==> src/rtl/vpipe_adder_pkg.sv <==
// Shared definitions for the pipelined add/subtract unit: operation encoding
// and the carry-in rule applied before the first segment.
package vpipe_adder_pkg;

    typedef enum logic {
        OP_ADD = 1'b0,
        OP_SUB = 1'b1
    } op_e;

    // SUB is in0 + ~in1 + !cin, so the chain's carry-in is the inverted borrow.
    function automatic logic eff_carry(input op_e op, input logic cin);
        return (op == OP_SUB) ? !cin : cin;
    endfunction

endpackage

==> src/rtl/vpipe_adder_stage.sv <==
// One carry-chain segment: seg-bit add with carry in and carry out.
module vpipe_adder_stage #(
    parameter int seg = 16
) (
    input  logic [seg-1:0] a,
    input  logic [seg-1:0] b,
    input  logic           cin,
    output logic [seg-1:0] sum,
    output logic           cout
);

    assign {cout, sum} = {1'b0, a} + {1'b0, b} + {{seg{1'b0}}, cin};

endmodule

==> src/rtl/vpipe_adder.sv <==
// Pipelined add/subtract unit: the carry chain is cut into nstages segments,
// one per register stage, with elastic val/rdy on both sides.
module vpipe_adder
    import vpipe_adder_pkg::*;
#(
    parameter int nbits   = 32,
    parameter int nstages = 2
) (
    input  logic             clk,
    input  logic             reset,
    input  logic             in_val,
    output logic             in_rdy,
    input  logic             in_op,
    input  logic [nbits-1:0] in_in0,
    input  logic [nbits-1:0] in_in1,
    input  logic             in_cin,
    output logic             out_val,
    input  logic             out_rdy,
    output logic [nbits-1:0] out_sum,
    output logic             out_cout,
    output logic             out_ovf
);

    localparam int seg = nbits / nstages;

    if ((nstages < 1) || (nbits % nstages != 0)) begin : g_param_check
        $error("vpipe_adder: nbits must be a multiple of nstages and nstages >= 1");
    end

    // Stage payload; declared here because its width follows nbits.
    // b holds the already-inverted operand for SUB.
    typedef struct packed {
        logic             valid;
        op_e              op;
        logic [nbits-1:0] a;
        logic [nbits-1:0] b;
        logic [nbits-1:0] sum;
        logic             carry;
        logic             ovf;
    } stage_t;

    stage_t             pipe_q [nstages];
    logic [nstages-1:0] v;
    logic [nstages-1:0] load;

    // Ready ripples from the output back to the input in one cycle.
    always_comb begin
        logic adv;
        v    = '0;
        load = '0;
        adv  = out_rdy;
        for (int k = nstages - 1; k >= 0; k--) begin
            v[k]    = pipe_q[k].valid;
            load[k] = !v[k] || adv;
            adv     = load[k];
        end
    end

    assign in_rdy = load[0];

    for (genvar k = 0; k < nstages; k++) begin : g_stage
        stage_t         src;
        stage_t         nxt;
        logic [seg-1:0] seg_sum;
        logic           seg_cout;

        if (k == 0) begin : g_head
            always_comb begin
                src       = '0;
                src.valid = in_val;
                src.op    = op_e'(in_op);
                src.a     = in_in0;
                src.b     = (op_e'(in_op) == OP_SUB) ? ~in_in1 : in_in1;
                src.carry = eff_carry(op_e'(in_op), in_cin);
            end
        end else begin : g_body
            assign src = pipe_q[k-1];
        end

        vpipe_adder_stage #(
            .seg (seg)
        ) u_seg (
            .a    (src.a[k*seg +: seg]),
            .b    (src.b[k*seg +: seg]),
            .cin  (src.carry),
            .sum  (seg_sum),
            .cout (seg_cout)
        );

        // ovf is only meaningful once the top segment is summed; the last
        // stage overwrites whatever earlier stages left in it.
        always_comb begin
            nxt                     = src;
            nxt.sum[k*seg +: seg]   = seg_sum;
            nxt.carry               = seg_cout;
            nxt.ovf                 = (src.a[nbits-1] == src.b[nbits-1]) &&
                                      (seg_sum[seg-1] != src.a[nbits-1]);
        end

        always_ff @(posedge clk) begin
            if (!reset) begin
                pipe_q[k] <= '0;
            end else if (load[k]) begin
                if (src.valid) begin
                    pipe_q[k] <= nxt;
                end else begin
                    pipe_q[k].valid <= 1'b0;
                end
            end
        end
    end

    assign out_val  = pipe_q[nstages-1].valid;
    assign out_sum  = pipe_q[nstages-1].sum;
    assign out_cout = pipe_q[nstages-1].carry;
    assign out_ovf  = pipe_q[nstages-1].ovf;

    logic unused_tail;
    assign unused_tail = ^{pipe_q[nstages-1].op, pipe_q[nstages-1].a, pipe_q[nstages-1].b};

endmodule

==> config.mk <==
export PLATFORM = sky130hd
export DESIGN_NAME = vpipe_adder
export DESIGN_NICKNAME = d
export VERILOG_FILES = /design/src/rtl/vpipe_adder_pkg.sv /design/src/rtl/vpipe_adder_stage.sv /design/src/rtl/vpipe_adder.sv
export SDC_FILE = /design/constraint.sdc
export NUM_CORES = 1
export LEC_CHECK = 0
export ABC_AREA = 1
export BUFFER_PORTS_ARGS = -buffer_cell sky130_fd_sc_hd__buf_2
export CORE_MARGIN = 5
export CORE_UTILIZATION = 51
export CTS_CLUSTER_SIZE = 24
export DETAILED_ROUTE_END_ITERATION = 10
export HOLD_SLACK_MARGIN = 0.06
export PLACE_DENSITY = 0.81
export REMOVE_ABC_BUFFERS = 1
export SYNTH_ARGS = -nofsm -noshare
export SYNTH_HDL_FRONTEND = slang
export SYNTH_HIERARCHICAL = 1
export SYNTH_SLANG_ARGS = --single-unit
==> constraint.sdc <==
create_clock -name clk -period 3 [get_ports clk]
set_clock_uncertainty 0.2 [all_clocks]
set_input_delay 0.45 -clock clk [delete_from_list [all_inputs] [get_ports clk]]
set_output_delay 0.45 -clock clk [all_outputs]
set_load 0.01 [all_outputs]
; ---- After elaboration in Yosys (flattened, before gate mapping)
; Memories as Yosys holds them, arrays and structs flattened.
; Index checks and enable logic that the tools add are counted.
[word_totals]
reg_bits = 0
ramBits = 200
inputBits = 70
out_inout_bits = 36
elab_cells = 44
mem_count = 1
[mem_list]
columns = name, words, word_bits, read_ports, rd_clocked_by_memory_dff, write_ports, line_no
row1 = pipe_q, 2, 100, 2, 0, 2, vpipe_adder.sv:42  ; stage_t pipe_q [nstages];
[op_classes]
addsub = 4
eq_ne = 4
n_mux = 23
n_bitwise = 5
n_reduce_logical = 7
[op_table]
columns = op, n
row1 = 100-bit two-way mux, 2
row2 = 16-bit by 16-bit adder with 17-bit output, 2
row3 = 17-bit by 1-bit adder with 17-bit output, 2
row4 = 32-bit two-way mux, 1
row5 = 32-bit inverter, 1
row6 = 1-bit two-way mux, 20
row7 = 1-bit OR, 4
row8 = 1-bit zero test, 3
row9 = 1-bit equality test, 2
row10 = 1-bit logical AND, 2
row11 = 1-bit logical OR, 2
row12 = 1-bit inequality test, 2

; ---- Depth between registers and ports, before layout
; Gate-level depths: netlist of the first run.
; An unclocked memory read counts as a cell.
[logic_depth]
depth_word = 9
ltp_mapped = 15
depth_no_buf = 14

; ---- Hierarchy
; The synthesis of the first run kept the hierarchy.
[modules_own_cells]
columns = mod, n_inst, cells_each, area_per_inst_um2, seq_area_each_um2
row1 = vpipe_adder, 1, 302, 3727.3, 2552.4
row2 = vpipe_adder_stage (g_stage[1].u_seg), 1, 188, 998.5, 0.0
row3 = vpipe_adder_stage (g_stage[0].u_seg), 1, 184, 985.9, 0.0

; ---- Worst setup path before layout of the first run
; OpenSTA, ideal clock, no wires.
[synth_timing]
path_kind = input to register
start = input port in_op
end = memory pipe_q[0][10] (netlist bit), data pin
setup_time_ps = 250
t_arrival_ps = 2359
t_required_ps = 2550
setup_slack_ps = 190
cell_stages = 13
path_buffers = 2
cell_sequence = buf_4 buf_4 xor2_1 fa_1 fa_1 nand2_1 nand2_1 and2_4 nand2_1 nand2_1 xor2_1 inv_1 nor2_2
[synth_lines]
columns = item, line_no
row1 = "start, declared", vpipe_adder.sv:13  ; input logic in_op,
row2 = "end, declared", vpipe_adder.sv:42

==> results.toml, run 1 <==
[run_status]
outcome = "finished, final reports clean"

[setup_path]
path_class = "reg2reg"
crit_slowest_cell = "fa_1"
path_delay_family = "adder cells"
r2r_cells = 12
path_max_fanout = 3
cp.depth = 12
cpMostUsedCell = "nand2_1"
startpoint_type = "flip-flop"
critPathMaxStageDelay_ps = 510
crit_buf_inv = 1
cp-end-kind = "flip-flop"
worstPathCellList = "fa_1, fa_1, nand2_1, nand3_1, nand3_1, nand2_1, nand2_1, nand2_1, nand2_1, nand2_1, inv_1, nor2_2"
required_ps = 2890
worstPathArrival_ps = 2390

[sta]
worst_slack_ps = 492
post-route-min-period_ps = 2510
finalHoldViolations = 0
finalSetupViolations = 0
tns_ps = 0
period_share_pct = 83.6
fmax_mhz = 399
relSlewSlack_pct = 60.1
maxSlewViolCount = 0
rsz0062_at_grt = "no"
tightest_slew_ps = 599

[power]
p_leak_uw = 0.00345
powerDensity_nw_per_um2 = 463
power_frac_seq_pct = 48.0
power.internal_uw = 2110
share_comb_of_total_power_pct = 26.5
switching_power_uw = 914
clockPowerShare_pct = 25.5
vdd_drop_max_v = 0.000205
sw_frac_of_total_pct = 30.3
total_power_uw = 3020

[hold_path]
min_path_cells = 3
hp-class = "in2reg"

[logic_synthesis]
synth_seq_area_share_pct = 44.7
netlist_area_um2 = 5710
async_flop_share_pct = 0
syn_avg_cell_area_um2 = 8.47
ys_types = 27
synth-seq-cells = 85
yosys_warnings = 6
yosys_most_used_dff = "edfxtp_1"
netlist_instances = 674
synth_edf_count = 85

[final_layout]
largest_reg_flops = 85
reg.largest.list = "pipe_q: 85 flops"
drive_above_1_share_pct = 25.4
regMostFlops = "pipe_q"
diodes = 0
areaGrowthSynthToFinish_pct = 14.1
fin_nets = 887
instances_no_fill = 928

[global_route]
grt_start_max_net_pins = 51
grt_pass1_wl_um = 17300
antenna_found_initial = 0
grt_overflow = 0
grt_pass1_vias = 4182
grt_usage_pct = 16.1

[cts]
clock_latency_ps = 340
ctsHoldBuffers = 0
htreeDepth = 3
path_clk_slew_ps = 80
post_cts_resized = 0
clock-sinks = 85
tritoncts = "done"
cts_buffer_depth = 2
ctsRootBufferMaster = "clkbuf_8"
cts_buffers = 9
post_cts_buffers = 0

[routing]
routedWlPerCell_um = 10.9
drt-pass1-iter-count = 4
viasPerCell = 4.64
drtAntennaViolNets = 0
vias = 4305
remaining_drc_errors = 0
wirelength_um = 10100
drtIter0Drc = 151

[placement]
portBuffers = 105
post-place-ws_ps = 200
dpl.hpwl_um = 8010
gp_congestion = 0.846
dp.cells = 912

[flow_run]
cap_violations = 0

[floorplanning]
die_h_um = 116
dieArea_um2 = 13400
io_pins = 106
die_w_um = 116
core-area_um2 = 10900
rows = 38
start_util_pct = 52.5
==> routing by layer <==
metal,GRT usage [%],wire [um],vias to the layer above
met2,31.2,5520,92
met4,6.42,266,0
met3,3.92,507,21
met5,0,0,-
li1,-,-,2267
met1,16.5,3790,1925
==> cells in the final DEF (no fill, tap or decap) <==
master,instances
a211oi_1,1
a21oi_1,12
a21oi_2,2
and2_4,1
buf_2,105
buf_4,5
bufinv_16,1
clkbuf_1,2
clkbuf_8,9
clkinv_1,2
clkinv_2,1
clkinv_4,1
edfxtp_1,85
fa_1,4
ha_1,30
inv_1,144
inv_2,9
nand2_1,164
nand2_2,17
nand3_1,18
nand3_2,5
nand3_4,2
nand3b_1,2
nand4_1,3
nor2_1,70
nor2_2,35
nor3_1,1
nor3_2,6
o21ai_2,1
o21bai_1,1
or2_1,2
xnor2_1,17
xor2_1,30
==> path summary, 6_finish.rpt <==
kind,startpoint,to,slack (ps)
worst min-delay path,in_in0[29],pipe_q[0][95]$_SDFFCE_PN0P_,200
worst min register to register,pipe_q[0][15]$_SDFFCE_PN0P_,pipe_q[1][15]$_SDFFCE_PN0P_,350
worst max register to register,pipe_q[0][82]$_SDFFCE_PN0P_,pipe_q[1][32]$_SDFFCE_PN0P_,490
worst max-delay path,pipe_q[0][82]$_SDFFCE_PN0P_,pipe_q[1][32]$_SDFFCE_PN0P_,490
==> cell type report <==
| class | count | area [um^2] |
|---|---|---|
| fillers | 983 | 4370 |
| well taps | 140 | 175 |
| flip-flops and latches | 85 | 2550 |
| repair buffers | 110 | 563 |
| multi-input cells | 424 | 2470 |
| inverters | 153 | 574 |
| clock buffers | 11 | 131 |
| clock inverters | 5 | 51.3 |
==> cell usage after synthesis (3+ instances only) <==
cell | n | area share (%)
a21oi_1 | 12 | 1.1
buf_4 | 4 | 0.53
buf_6 | 8 | 1.6
edfxtp_1 | 85 | 45
fa_1 | 4 | 1.4
ha_1 | 30 | 6.6
inv_1 | 144 | 9.5
inv_2 | 9 | 0.59
nand2_1 | 165 | 11
nand2_2 | 16 | 1.8
nand3_1 | 18 | 1.6
nand3_2 | 5 | 0.88
nand4_1 | 3 | 0.33
nor2_1 | 70 | 4.6
nor2_2 | 35 | 3.8
nor3_2 | 6 | 1.1
xnor2_1 | 17 | 2.6
xor2_1 | 30 | 4.6
==> through the flow <==
step                      hold WS [ps]  utilization, %  cell area [um^2]
after floorplan                    319               -              5590
after global placement             330            58.2              6330
after detailed placement           336            58.2              6330
after CTS                          179            59.8              6520
after global routing               176            59.8              6520
final                              196            59.8              6520
==> worst register-to-register path, cell delays in order, from the launching register on <==
cell and delay, ps:
edfxtp_1 410, fa_1 510, fa_1 430, nand2_1 120, nand3_1 70, nand3_1 70, nand2_1 100, nand2_1 90
nand2_1 60, nand2_1 60, nand2_1 40, inv_1 60, nor2_2 40
==> cells by family (layout without fill, tap and decap cells) <==
group / Yosys count / after routing / synth area share [%]
adder cells (fa/ha/maj): 34 / 34 / 7.97
AND/OR/NAND/NOR: 326 / 326 / 26.2
buffers and inverters: 165 / 279 / 12.2
XOR/XNOR: 47 / 47 / 7.21
AO/OA/AOI/OAI: 17 / 17 / 1.77
flip-flops: 85 / 85 / 44.7
==> power groups by stage <==
stage          clock [uW]  combinational, uW  sequential (uW)
5_1_grt               856                926             1460
2_1_floorplan           0                572             1490
6_report              771                801             1450
3_5_place_dp            0                807             1480
4_1_cts               790                810             1450
3_3_place_gp            0                787             1470
(Power assumes the default switching activity.)
==> run 2, diff against run 1 <==
--- a/config.mk
+++ b/config.mk
@@ -8,11 +8,11 @@
 export ABC_AREA = 1
 export BUFFER_PORTS_ARGS = -buffer_cell sky130_fd_sc_hd__buf_2
 export CORE_MARGIN = 5
-export CORE_UTILIZATION = 51
+export CORE_UTILIZATION = 57
 export CTS_CLUSTER_SIZE = 24
 export DETAILED_ROUTE_END_ITERATION = 10
 export HOLD_SLACK_MARGIN = 0.06
-export PLACE_DENSITY = 0.81
+export PLACE_DENSITY = 0.86
 export REMOVE_ABC_BUFFERS = 1
 export SYNTH_ARGS = -nofsm -noshare
 export SYNTH_HDL_FRONTEND = slang
==> constraint.sdc (replaced) <==
create_clock -name clk -period 2.33 [get_ports clk]
set_clock_uncertainty 0.2 [all_clocks]
set_input_delay 0.3495 -clock clk [delete_from_list [all_inputs] [get_ports clk]]
set_output_delay 0.3495 -clock clk [all_outputs]
set_load 0.01 [all_outputs]
==> run 2 against run 1 <==
Utilization rose by 9.3 points. The run now ends with negative setup slack left. Global-route usage grew 3.5 points. Sequential cell count stayed put. Wire length increased by 11%. Sequential power increased by 29%. Critical path depth did not move. Total power rose by 33%. First-iteration DRC count increased by 13%. Die area fell by 9.6%. Combinational power grew 44%. Worst setup slack worse by 500 ps. Fmax increased by 7.1%.
==> results.toml, run 2 (synthesized netlist as in run 1, its figures left out) <==
[routing]
wirelength_um = 11200
vias = 4461
drtIter0Drc = 171
drt-pass1-iter-count = 5
routedWlPerCell_um = 11.9
drtAntennaViolNets = 0
viasPerCell = 4.75
remaining_drc_errors = 0

[setup_path]
path_delay_family = "adder cells"
crit_slowest_cell = "fa_2"
rr_endpoint = "pipe_q[1][32]$_SDFFCE_PN0P_"
r2r_cells = 12
path_max_fanout = 3
cp.depth = 12
cp-end-kind = "flip-flop"
worstPathArrival_ps = 2220
startpoint_type = "flip-flop"
worstPathCellList = "fa_2, fa_2, nand2_2, nand3_2, nand3_2, nand2_4, nand2_4, nand2_2, nand2_1, nand2_1, inv_2, nor2_2"
path_class = "reg2reg"
critPathMaxStageDelay_ps = 440
required_ps = 2210
r2r_slack_ps = -10
reg2reg_from = "pipe_q[0][1]$_SDFFCE_PN0P_"
crit_buf_inv = 1

[final_layout]
diodes = 0
largest_reg_flops = 85
mostFrequentLayoutCells = "nand2_1, inv_1, buf_2"
fin_nets = 907
multi_input_area_um2 = 2540
mostFrequentLayoutCell = "nand2_1"
reg.largest.list = "pipe_q: 85 flops"
seq_area_um2 = 2550
design_area_um2 = 6760
regMostFlops = "pipe_q"
n_fill_cell = 762
areaGrowthSynthToFinish_pct = 18.3
drive_above_1_share_pct = 29.5

[placement]
dpl.hpwl_um = 8840
gp_congestion = 0.888
placed_area_um2 = 6470
post-place-ws_ps = -398
portBuffers = 105

[power]
switching_power_uw = 1230
power_frac_seq_pct = 46.6
total_power_uw = 4010
vdd_drop_max_v = 0.000304
sw_frac_of_total_pct = 30.6
clockPowerShare_pct = 24.6
power.internal_uw = 2780
powerDensity_nw_per_um2 = 593
p_leak_uw = 0.00357
share_comb_of_total_power_pct = 28.8

[sta]
fmax_mhz = 427
period_share_pct = 100
maxSlewViolCount = 0
tns_ps = -19.0
finalHoldViolations = 0
worst_slack_ps = -10.9
relSlewSlack_pct = 60.4
rsz0062_at_grt = "yes"
finalSetupViolations = 2
tightest_slew_ps = 594
post-route-min-period_ps = 2340

[floorplanning]
io_pins = 106
start_util_pct = 58.4
rows = 36
core-area_um2 = 9770
die_h_um = 110
die_w_um = 110
dieArea_um2 = 12100

[run_status]
violations = "negative setup slack"
outcome = "finished with violations"

[hold_path]
min_path_cells = 3
hp-class = "in2reg"
hold_start = "in_in0[28]"
hold_end = "pipe_q[0][94]$_SDFFCE_PN0P_"

[cts]
ctsRootBufferMaster = "clkbuf_8"
tritoncts = "done"
htreeDepth = 3
clock-sinks = 85
clock_latency_ps = 360
cts_buffer_depth = 2
ctsHoldBuffers = 0
cts_buffers = 9
path_clk_slew_ps = 90

[global_route]
grt_overflow = 0
grt_util_met3_pct = 4.02
grt_start_max_net_pins = 51
antenna_found_initial = 0
grtUsageMet2_pct = 37.6
grt_pass1_vias = 4520
grt_pass1_wl_um = 18800
grt_usage_pct = 19.7
grt-busiest-layer = "met2"
use_met1_pct = 20.4

[flow_run]
cap_violations = 0
run 2: routing by layer:
metal | vias up | share of wire (%)
met5 | - | 0
met4 | 0 | 3.4
met3 | 38 | 4.7
met2 | 123 | 56
met1 | 1997 | 36
li1 | 2303 | -
run 2: what timing repair did:
action,CTS,global route
buffers inserted,1,1
endpoints found under the setup margin,7,13
pin swaps,6,16
resized for setup,9,17
endpoints found under the hold margin,0,0
run 2: worst max path at each step:
stage / startpoint / end / slack, ps
2_1_floorplan: in_op / pipe_q[0][10]$_SDFFCE_PN0P_ / -60
3_3_place_gp: in_op / pipe_q[0][16]$_SDFFCE_PN0P_ / -300
3_5_place_dp: in_op / pipe_q[0][16]$_SDFFCE_PN0P_ / -400
4_1_cts: pipe_q[0][50]$_SDFFCE_PN0P_ / pipe_q[1][32]$_SDFFCE_PN0P_ / -60
5_1_grt: pipe_q[0][1]$_SDFFCE_PN0P_ / pipe_q[1][32]$_SDFFCE_PN0P_ / -110
6_report: pipe_q[0][1]$_SDFFCE_PN0P_ / pipe_q[1][32]$_SDFFCE_PN0P_ / -10
run 2: per-stage QoR:
| step | hold slack (ps) | util, % | cells |
|---|---|---|---|
| after floorplan | 319 | - | 662 |
| after global placement | 326 | 66.2 | 923 |
| after detailed placement | 335 | 66.2 | 923 |
| after CTS | 76.7 | 68.4 | 939 |
| after global routing | 84.0 | 69.1 | 940 |
| final | 93.6 | 69.1 | 940 |
run 2: power by group through the flow:
stage          Combinational (uW)  Sequential [uW]  Clock, uW
2_1_floorplan                 736             1920          0
3_3_place_gp                 1070             1900          0
3_5_place_dp                 1120             1900          0
4_1_cts                      1140             1870       1010
5_1_grt                      1310             1880       1090
6_report                     1150             1870        986
run 2: worst register-to-register path: stages, from the launching register on:
cell      delay (ps)
edfxtp_1         430
fa_2             450
fa_2             370
nand2_2          100
nand3_2           70
nand3_2           80
nand2_4           70
nand2_4           60
nand2_2           50
nand2_1           70
nand2_1           60
inv_2             50
nor2_2            20
run 2: area by class of cell:
type                    count  share of cell area (%)
clock buffers              11                    1.94
clock inverters             4                   0.741
inverters                 153                    8.50
multi-input cells         424                    37.6
flip-flops and latches     85                    37.8
well taps                 133                    2.46
repair buffers            130                    11.0
==> run 3, diff against run 2 <==
--- a/config.mk
+++ b/config.mk
@@ -8,13 +8,12 @@
 export ABC_AREA = 1
 export BUFFER_PORTS_ARGS = -buffer_cell sky130_fd_sc_hd__buf_2
 export CORE_MARGIN = 5
-export CORE_UTILIZATION = 57
+export CORE_UTILIZATION = 56
 export CTS_CLUSTER_SIZE = 24
 export DETAILED_ROUTE_END_ITERATION = 10
 export HOLD_SLACK_MARGIN = 0.06
-export PLACE_DENSITY = 0.86
+export PLACE_DENSITY = 0.85
 export REMOVE_ABC_BUFFERS = 1
 export SYNTH_ARGS = -nofsm -noshare
 export SYNTH_HDL_FRONTEND = slang
-export SYNTH_HIERARCHICAL = 1
 export SYNTH_SLANG_ARGS = --single-unit
==> run 3 against run 2 <==
The flow now finishes without violations. Die area shrank 5.1%. Largest cell class unchanged. Synthesized cell count shrank 8.9%. First-iteration DRC count grew 25%. Sequential cell count is the same. Largest power group unchanged.
==> results.toml, run 3 <==
[global_route]
grt_usage_pct = 21.1
grt_overflow = 0
antenna_found_initial = 0
grt_start_max_net_pins = 50
grt_pass1_wl_um = 19700
grt_pass1_vias = 4656

[placement]
dpl.hpwl_um = 9100
portBuffers = 105
gp_congestion = 0.924

[logic_synthesis]
netlist_instances = 614
synth_seq_area_share_pct = 48.2
syn_avg_cell_area_um2 = 8.63
synth_top_area_share_pct = 48.2
async_flop_share_pct = 0
synth_edf_count = 85
synth_simple_gate_area_share_pct = 21.9
netlist_area_um2 = 5300
synth_top_family_by_area = "simple AND/OR/NAND/NOR gates"
yosys_warnings = 0
yosysMostFrequentCell = "nand2_1"
synth_largest_area_cell = "edfxtp_1"
ys_types = 29
synth_area_leaders = "edfxtp_1, nand2_1, inv_1"
synth-compound-area-share_pct = 7.06
synthAdderAreaFrac_pct = 8.60
synthMuxAreaShare_pct = 0
yosys_most_used_dff = "edfxtp_1"
synth_xor_area_share_pct = 5.45
synth-seq-cells = 85
synth_commonest_cells = "nand2_1, inv_1, nor2_1"

[power]
power_frac_seq_pct = 47.2
p_leak_uw = 0.00320
switching_power_uw = 1140
powerDensity_nw_per_um2 = 617
clockPowerShare_pct = 27.7
power.internal_uw = 2810
vdd_drop_max_v = 0.000345
sw_frac_of_total_pct = 28.8
share_comb_of_total_power_pct = 25.2

[cts]
path_clk_slew_ps = 80
htreeDepth = 3
ctsRootBufferMaster = "clkbuf_8"
ctsHoldBuffers = 0
post_cts_buffers = 0
tritoncts = "done"
clock_latency_ps = 350
cts_buffer_depth = 2
cts_buffers = 9
clock-sinks = 85

[floorplanning]
io_pins = 106
die_h_um = 107
rows = 35
core-area_um2 = 9240
die_w_um = 107
start_util_pct = 57.3
dieArea_um2 = 11500

[sta]
maxSlewViolCount = 0
relSlewSlack_pct = 74.9
period_share_pct = 98.8
fmax_mhz = 434
finalSetupViolations = 0
rsz0062_at_grt = "yes"
post-route-min-period_ps = 2300
hold_ws_ps = 103
tightest_slew_ps = 376
finalHoldViolations = 0
tns_ps = 0

[setup_path]
startpoint_type = "flip-flop"
cpMostUsedCell = "nand2_2"
path_class = "reg2reg"
worstPathCellList = "fa_2, fa_2, nand3_2, nand2_2, nand2_2, nand2_4, nand2_2, nand3_2, nand2_1, nor2_1"
crit_slowest_cell = "fa_2"
cp-end-kind = "flip-flop"
required_ps = 2240
path_max_fanout = 4
worstPathArrival_ps = 2210
critPathMaxStageDelay_ps = 440

[final_layout]
mostFrequentLayoutCell = "nand2_1"
areaGrowthSynthToFinish_pct = 20.8
fin_util_pct = 69.2
regMostFlops = "pipe_q"
mostFrequentLayoutCells = "nand2_1, buf_2, inv_1"
largest_reg_flops = 85
reg.largest.list = "pipe_q: 85 flops"
diodes = 0
drive_above_1_share_pct = 23.9
fin_nets = 853

[routing]
vias = 4510
viasPerCell = 5.11
drtIter0Drc = 214
wirelength_um = 11600
drt-pass1-iter-count = 5
drtAntennaViolNets = 0
routedWlPerCell_um = 13.1
remaining_drc_errors = 0

[run_status]
outcome = "finished, final reports clean"

[hold_path]
hp-class = "in2reg"

[flow_run]
cap_violations = 0
run 3: cell types whose count changed after synthesis, sizes merged, moves of 3 or more:
cell and change:
a21oi +31, and2 +3, inv -51, nand2 -39, nand3 +3, nor2 -6, nor3 -5, o21a +4
o21ai +16, xor2 -14
run 3: final timing paths:
kind / start / to / slack, ps / cells past startpoint
min reg2reg: pipe_q[0][16]$_SDFFCE_PN0P_ / pipe_q[1][16]$_SDFFCE_PN0P_ / 350 / 2
max reg2reg: pipe_q[0][1]$_SDFFCE_PN0P_ / pipe_q[1][32]$_SDFFCE_PN0P_ / 30 / 10
min: in_in0[18] / pipe_q[0][84]$_SDFFCE_PN0P_ / 100 / 3
max: pipe_q[0][1]$_SDFFCE_PN0P_ / pipe_q[1][32]$_SDFFCE_PN0P_ / 30 / 10
run 3: logic make-up after synthesis:
kind of cell	after synthesis
AND/OR/NAND/NOR	281
buffers and inverters	113
flip-flops	85
AO/OA/AOI/OAI	68
adder cells (fa/ha/maj)	34
XOR/XNOR	33
run 3: layout make-up:
| cell class | count | area, um^2 |
|---|---|---|
| clock buffer | 10 | 128 |
| clock inverter | 5 | 76.3 |
| fill | 711 | 2840 |
| inverter | 102 | 383 |
| multi-input combinational | 416 | 2330 |
| sequential | 85 | 2550 |
| tap | 129 | 161 |
| timing repair buffer | 135 | 763 |
run 3: critical path, delay by kind of cell (launching register included):
family	cells	cell delay, ps
flip-flops	1	420
AND/OR/NAND/NOR	8	610
adder cells (fa/ha/maj)	2	830
run 3: stage by stage:
stage | setup slack, ps | power [uW] | cell area [um^2] | std cells
after floorplan | -112 | 2490 | 5210 | 603
after global placement | -122 | 2810 | 6140 | 867
after detailed placement | -203 | 2860 | 6140 | 867
after CTS | 9.16 | 3930 | 6350 | 882
after global routing | -79.5 | 4160 | 6400 | 882
final | 27.6 | 3950 | 6400 | 882
run 3: power groups by stage:
| stage | Clock [uW] | Combinational, uW | Sequential (uW) |
|---|---|---|---|
| CTS | 1100 | 969 | 1860 |
| global placement | 0 | 924 | 1890 |
| global route | 1170 | 1120 | 1870 |
| detailed placement | 0 | 961 | 1900 |
| finish | 1090 | 993 | 1860 |
| floorplan | 0 | 578 | 1920 |
run 3: repair_timing:
item | CTS | global route
resized for setup | 1 | 14
pin swaps | 0 | 5
endpoints found under the setup margin | 3 | 13
run 3: routing by layer:
layer	vias to the layer above	global-route usage [%]	share of wire, %
li1	2239	-	-
met1	2075	22.9	37
met2	169	41.2	55
met3	27	3.18	5.8
met4	0	7.40	1.7
met5	-	0	0
